**config.mk**
```make
export PLATFORM = sky130hd
export DESIGN_NAME = flag_status_unit
export DESIGN_NICKNAME = d
export VERILOG_FILES = /design/src/rtl/flag_status_unit.sv
export SDC_FILE = /design/constraint.sdc
export NUM_CORES = 1
export LEC_CHECK = 0
export CORE_MARGIN = 5
export CORE_UTILIZATION = 35
export CTS_CLUSTER_DIAMETER = 100
export CTS_CLUSTER_SIZE = 30
export DETAILED_ROUTE_END_ITERATION = 12
export SYNTH_ARGS = -nofsm -noshare
export SYNTH_HDL_FRONTEND = slang
export SYNTH_SLANG_ARGS = --single-unit
```
**constraint.sdc**
```tcl
create_clock -name clk -period 3 [get_ports clk]
set_input_delay 0.45 -clock clk [delete_from_list [all_inputs] [get_ports clk]]
set_output_delay 0.45 -clock clk [all_outputs]
set_load 0.005 [all_outputs]
```
**src/rtl/flag_status_unit.sv**
```systemverilog
// NZCV flag producer: S1 captures the flag-setting update, S2 commits it to cond_state.
// Optional FLAG_STATUS_SAVE_EN adds a one-deep save/restore register for the committed flags.
module flag_status_unit #(
    parameter int          DATA_W      = 32,
    parameter logic [3:0]  RESET_FLAGS = 4'b0000
) (
    input  logic              clk,
    input  logic              rst_n,
    input  logic              ex_valid,
    input  logic              stall,
    input  logic              flush,
    input  logic              set_flags,
    input  logic              cond_pass,
    input  logic [1:0]        flag_class,
    input  logic [DATA_W-1:0] result,
    input  logic              alu_carry,
    input  logic              alu_overflow,
    input  logic              shifter_carry,
`ifdef FLAG_STATUS_SAVE_EN
    input  logic              save,
    input  logic              restore,
    output logic [3:0]        saved_state,
`endif
    output logic [3:0]        cond_state,
    output logic [3:0]        cond_state_fwd,
    output logic              flags_busy
);

    typedef enum logic [1:0] {
        CLS_LOGICAL = 2'b00,
        CLS_ARITH   = 2'b01,
        CLS_WRITE   = 2'b10,
        CLS_NONE    = 2'b11
    } flag_class_e;

    logic              s1_valid_q, s1_valid_d;
    logic [DATA_W-1:0] s1_result_q;
    logic              s1_alu_carry_q, s1_alu_ovf_q, s1_shf_carry_q;
    flag_class_e       s1_class_q;
    logic [3:0]        s1_flags;
    logic [3:0]        cond_state_q, cond_state_d;
    logic              kill;
    logic              accept;

`ifdef FLAG_STATUS_SAVE_EN
    logic [3:0] saved_state_q, saved_state_d;
    assign kill = flush | restore;
`else
    assign kill = flush;
`endif

    assign accept = ex_valid & set_flags & cond_pass & ~stall & ~kill
                  & (flag_class_e'(flag_class) != CLS_NONE);

    // V for the logical class comes from cond_state at commit time, so the
    // flags are formed from the captured operands rather than stored.
    always_comb begin
        s1_flags = cond_state_q;
        unique case (s1_class_q)
            CLS_LOGICAL: s1_flags = {s1_result_q[DATA_W-1], s1_result_q == '0,
                                     s1_shf_carry_q, cond_state_q[0]};
            CLS_ARITH:   s1_flags = {s1_result_q[DATA_W-1], s1_result_q == '0,
                                     s1_alu_carry_q, s1_alu_ovf_q};
            CLS_WRITE:   s1_flags = s1_result_q[DATA_W-1 -: 4];
            default:     s1_flags = cond_state_q;
        endcase
    end

    // NOTE: every combinational output gets a default first so no path
    // through the block leaves it unassigned (which would infer a latch).
    always_comb begin
        s1_valid_d   = accept;
        cond_state_d = cond_state_q;
        if (s1_valid_q && !flush) cond_state_d = s1_flags;
`ifdef FLAG_STATUS_SAVE_EN
        if (restore) cond_state_d = saved_state_q;
        saved_state_d = saved_state_q;
        if (save && !restore) saved_state_d = cond_state_d;
`endif
    end

    // NOTE: sequential state uses non-blocking assignments so every register
    // samples the pre-edge values regardless of statement order.
    always_ff @(posedge clk or negedge rst_n) begin
        if (!rst_n) begin
            s1_valid_q   <= 1'b0;
            cond_state_q <= RESET_FLAGS;
        end else begin
            s1_valid_q   <= s1_valid_d;
            cond_state_q <= cond_state_d;
        end
    end

    // NOTE: S1 operands are reset too so the idle S1 flags equal RESET_FLAGS,
    // making cond_state_fwd well defined out of reset.
    always_ff @(posedge clk or negedge rst_n) begin
        if (!rst_n) begin
            s1_result_q    <= {RESET_FLAGS, {(DATA_W-4){1'b0}}};
            s1_class_q     <= CLS_WRITE;
            s1_alu_carry_q <= 1'b0;
            s1_alu_ovf_q   <= 1'b0;
            s1_shf_carry_q <= 1'b0;
        end else if (accept) begin
            s1_result_q    <= result;
            s1_class_q     <= flag_class_e'(flag_class);
            s1_alu_carry_q <= alu_carry;
            s1_alu_ovf_q   <= alu_overflow;
            s1_shf_carry_q <= shifter_carry;
        end
    end

`ifdef FLAG_STATUS_SAVE_EN
    always_ff @(posedge clk or negedge rst_n) begin
        if (!rst_n) saved_state_q <= RESET_FLAGS;
        else        saved_state_q <= saved_state_d;
    end
    assign saved_state = saved_state_q;
`endif

    assign cond_state     = cond_state_q;
    assign flags_busy     = s1_valid_q;
    assign cond_state_fwd = s1_valid_q ? s1_flags : cond_state_q;

endmodule

```
# Word level (Yosys, flattened, before mapping)
# Index checks and enable logic that the tools add are counted.
[word_totals] reg_bits=42 latch_bits=0 mem_bits_rw=0 rom_bits=0 in_bits=44 mem_count=0
[classes] addsub=0 mul=0 div_mod_pow=0 order_cmp=0 eq_ne=3 n_shift=0 n_mux=2 bitwise_logic=7 n_reduce_logical=4
[ops] cell="$logic_not 32->1" n=1
[ops] cell="$pmux 4 s3" n=1
[ops] cell="$and 1x1->1" n=5
[ops] cell="$mux 4" n=1
[ops] cell="$eq 2x1->1 const B" n=1
[ops] cell="$eq 2x2->1 const B" n=1
[ops] cell="$logic_not 2->1" n=1
[ops] cell="$ne 2x2->1 const B" n=1
[ops] cell="$not 1->1" n=2
[ops] cell="$logic_and 1x1->1" n=1
[ops] cell="$logic_not 1->1" n=1

# Longest topological paths before layout
[depth] depth_word=5 mapped_depth=6 depth_no_buf=4

# Worst setup path before layout
# OpenSTA, ideal clock, no wires.
[synth_path] kind="flip-flop to output port" start="register s1_class_q[0]" end="output port cond_state_fwd[1]" arrival_ps=1353 required_ps=2550 slack_ps=1197 path_stages_with_launch=4 cell_sequence="dfrtp_1 > clkbuf_1 > mux4_2 > mux2_2"
[synth_via] elab_chain_cells=3 elab_cells_between_ends=5 cone_classes="eq/ne (2); mux (2); reduce/logical (1)"
[synth_rtl] element="from (decl)" line="39" source="flag_class_e s1_class_q;"
[synth_rtl] element="from (signal assigned)" line="105" source="s1_class_q <= flag_class_e'(flag_class);"
[synth_rtl] element="$eq 2x2->1 (tied with other cells)" line="59" source="unique case (s1_class_q)"
[synth_rtl] element="$pmux 4 s3 *" line="59"
[synth_rtl] element="$mux 4 *" line="122" source="assign cond_state_fwd = s1_valid_q ? s1_flags : cond_state_q;"
[synth_rtl] element="to (decl)" line="25" source="output logic [3:0] cond_state_fwd,"
# Every way passes the cells marked *; elsewhere a longest branch is shown, timed or not.

# Worst setup path after layout
[layout_path] start="register s1_result_q[1]" end="output port cond_state_fwd[2]"
[layout_via] elab_chain_cells=3
[layout_rtl] element="from (decl)" line="37" source="logic [DATA_W-1:0] s1_result_q;"
[layout_rtl] element="from (signal assigned)" line="98" source="s1_result_q <= {RESET_FLAGS, {(DATA_W-4){1'b0}}};"
[layout_rtl] element="from (signal assigned)" line="104" source="s1_result_q <= result;"
[layout_rtl] element="$logic_not 32->1" line="60, 62"
[layout_rtl] element="$pmux 4 s3" line="59"
[layout_rtl] element="$mux 4" line="122"
# No other way between the ends.

==> metrics.md <==
| Metric | Value |
|---|---|
| Post-CTS sizing | `0` |
| Antenna violations before repair | `0` |
| Via count | `1207` |
| Gr usage total | `12.1%` |
| Vias in the first global route | `1291` |
| TritonCTS clock tree | `built` |
| Pre-antenna DRT Iters | `2` |
| IO Count | `53` |
| Routed vias/inst | `4.79` |
| Ranking of synthesized cells by area | `dfrtp_1 (56%), mux2_1 (17%), mux2_2 (9.2%), buf_6 (2.5%), nor4_1 (2.0%)` |
| Final hold vios | `0` |
| Outcome | `complete, no violations` |
| Comb pwr share | `20.0%` |
| Htree depth | `2` |
| Setup tns final | `0 ns` |
| LEAKAGE | `1.03 nW` |
| Critical Path Sink Type | `output pin` |
| WP data arrival | `2.31 ns` |
| Clock Pin Slew Worst Setup and Hold Paths | `0.08 ns` |
| Sw Pwr | `0.000370 W` |
| CTS buffer count | `5` |
| Post-CTS setup buffer count | `0` |
| Mapped Cells | `129` |
| # rows | `26` |
| Top-count cell post-synth | `dfrtp_1` |
| Worst reg-to-reg setup slack | `1.48 ns` |
| Clock Latency Late Sink | `0.29 ns` |
| Total Power | `0.00144 W` |
| WS Path Type | `reg -> out` |
| Synth Net Count | `173` |
| Slew HR | `38.3%` |
| Top-area cell type share of the netlist area | `55.9%` |
| R2R cell count | `4` |
| Count of cell types in the netlist | `23` |
| Slew of the pin with the lowest slew margin | `0.925 ns` |
| FMAX | `362 MHz` |
| Most common library cells after synthesis | `dfrtp_1 (41), mux2_1 (27), mux2_2 (15)` |
| Finished Layout Cells | `252` |
| VDD IR max | `259 uV` |
| CTS Sinks | `42` |
| Required time of the critical path | `2.55 ns` |
| Maximum buffer depth of the clock tree | `2` |
| Mapped cell area | `0.00183 sq mm` |
| Die W | `82.4 um` |
| ANT cells | `0` |
| Slew Viols, Final | `0` |
| Final antenna-violating net count | `0` |
| Min Tclk post-route | `2.76 ns` |
| Avg Cell Area, Syn | `14.2 sq um` |
| Critical R2R Capture | `cond_state[2]$_DFFE_PN0P_` |
| Post-DP HPWL | `2.85 mm` |
| Ys async rst share | `100%` |
| Overflow after GRT | `0` |
| Dpl cells | `244` |
| Period utilisation layout | `92.0%` |
| Hold Crit Class | `in -> async` |
| R2r startpoint | `s1_result_q[1]$_DFFE_PN0P_` |
| Pin count of the biggest net entering global routing | `43` |
| Core Area | `0.00511 sq mm` |
| Port Buffers | `52` |
| Global-route wire length before repair | `6.23 mm` |
| Ys Warns | `0` |
| Sequential share of power | `54.1%` |
| Routed WL per cell | `14.7 um` |
| CTS Root Cell | `clkbuf_8` |
| Share of cells above drive strength 1 | `15.9%` |
| Top cell type by total area after synthesis | `dfrtp_1` |
| Sw Ratio | `25.6%` |
| Synthesized flop and latch total | `42` |
| Final setup skew | `0.00602 ns` |
| CTS Hold Buffers Added | `0` |
| Die ar. | `0.00679 sq mm` |
| Clock power share | `25.9%` |
| Pwr dens | `580 mW/mm^2` |
| Area Growth Syn to Fin | `35.6%` |
| Max-Cap Viols | `0` |
| Worst-path maximum fanout | `2` |
| # setup viols final | `0` |
| Initial DRC count | `33` |
| Post-synthesis sequential area ratio | `57.4%` |
| Cell Int Power | `0.00107 W` |
| RSZ-0062 raised after global routing | `no` |
| Final Net Count | `225` |
| Initial cell density of the core | `35.9%` |
| GPL Wtd Cong | `0.799` |
| Die height | `82.4 um` |
| Total detailed-routing wirelength | `3.70 mm` |
| Post-synth EDFFs | `0` |
| Drc violations | `0` |
| CP startpoint kind | `flop` |
| Main synth FF type | `dfrtp_1` |
## sequential cells by signal, indices dropped and copies added (netlist names)
signal	cells
s1_shf_carry_q	1
s1_class_q	2
cond_state	4
s1_alu_carry_q	1
s1_alu_ovf_q	1
s1_result_q	32
flags_busy	1
## cell usage in the layout (no fill, tap or decap), drive strengths merged, types with 2 or more instances in the layout
cell type and instances:
dfrtp 41, a21oi 4, nor2 7, mux2 42, nand2 4, a31oi 2, nor2b 3, nor4 7
clkbuf 6, clkdlybuf4s50 51, nand4 2, or3 2, buf 2
## metal layers
| metal | GRT usage [%] | share of wire, % |
|---|---|---|
| met1 | 15.3 | 42 |
| met5 | 0 | 0 |
| met4 | 2.49 | 0.35 |
| met3 | 4.01 | 6.8 |
| met2 | 20.3 | 50 |
## metrics by stage
step                cell area (sq um)  hold WS (ns)  setup slack (ns)  utilization [%]
floorplan                        1830         0.154              1.20                -
global placement                 2390         0.464             0.549             46.8
detailed placement               2390         0.468             0.554             46.8
CTS                              2490         0.330             0.221             48.7
global route                     2490         0.388            0.0276             48.7
finish                           2490         0.301             0.239             48.7
## power groups by stage
stage	sequential (W)	clock, W	combinational, W
after floorplan	0.000754	0	0.000185
after global placement	0.000785	0	0.000287
after detailed placement	0.000793	0	0.000295
after CTS	0.000782	0.000389	0.000296
after global routing	0.000800	0.000412	0.000326
final	0.000780	0.000373	0.000289
## logic make-up (layout without fill, tap and decap cells)
kind of cell | count (synthesis) | count (layout) | synth area share, %
AO/OA/AOI/OAI | 10 | 10 | 4.43
buffers and inverters | 8 | 61 | 3.55
flip-flops | 42 | 42 | 57.4
multiplexers | 43 | 43 | 27.0
AND/OR/NAND/NOR | 26 | 26 | 7.64
## area by class of cell
type                       instances  area (sq um)
timing repair buffer              53           536
tap                               70          87.6
multi-input combinational         79           717
clock buffer                       6          82.6
sequential                        42          1050
clock inverter                     2          12.5
fill                             458          2620
## worst max path at each step
stage / depth (start not counted) / slack, ns / to / from
2_1_floorplan: 3 / 1.20 / cond_state_fwd[1] / s1_class_q[0]$_DFFE_PN0P_
3_3_place_gp: 5 / 0.55 / cond_state_fwd[2] / s1_result_q[1]$_DFFE_PN0P_
3_5_place_dp: 5 / 0.55 / cond_state_fwd[2] / s1_result_q[1]$_DFFE_PN0P_
4_1_cts: 5 / 0.22 / cond_state_fwd[2] / s1_result_q[1]$_DFFE_PN0P_
5_1_grt: 5 / 0.03 / cond_state_fwd[2] / s1_result_q[1]$_DFFE_PN0P_
6_report: 5 / 0.24 / cond_state_fwd[2] / s1_result_q[1]$_DFFE_PN0P_
## critical path, cell delays in order, from the launching register on
cell,delay [ns]
dfrtp_1,0.38
nor4_1,0.36
nand4_1,0.15
or3_1,0.40
a31oi_1,0.21
clkdlybuf4s50_1,0.53
(Power assumes the default switching activity.)
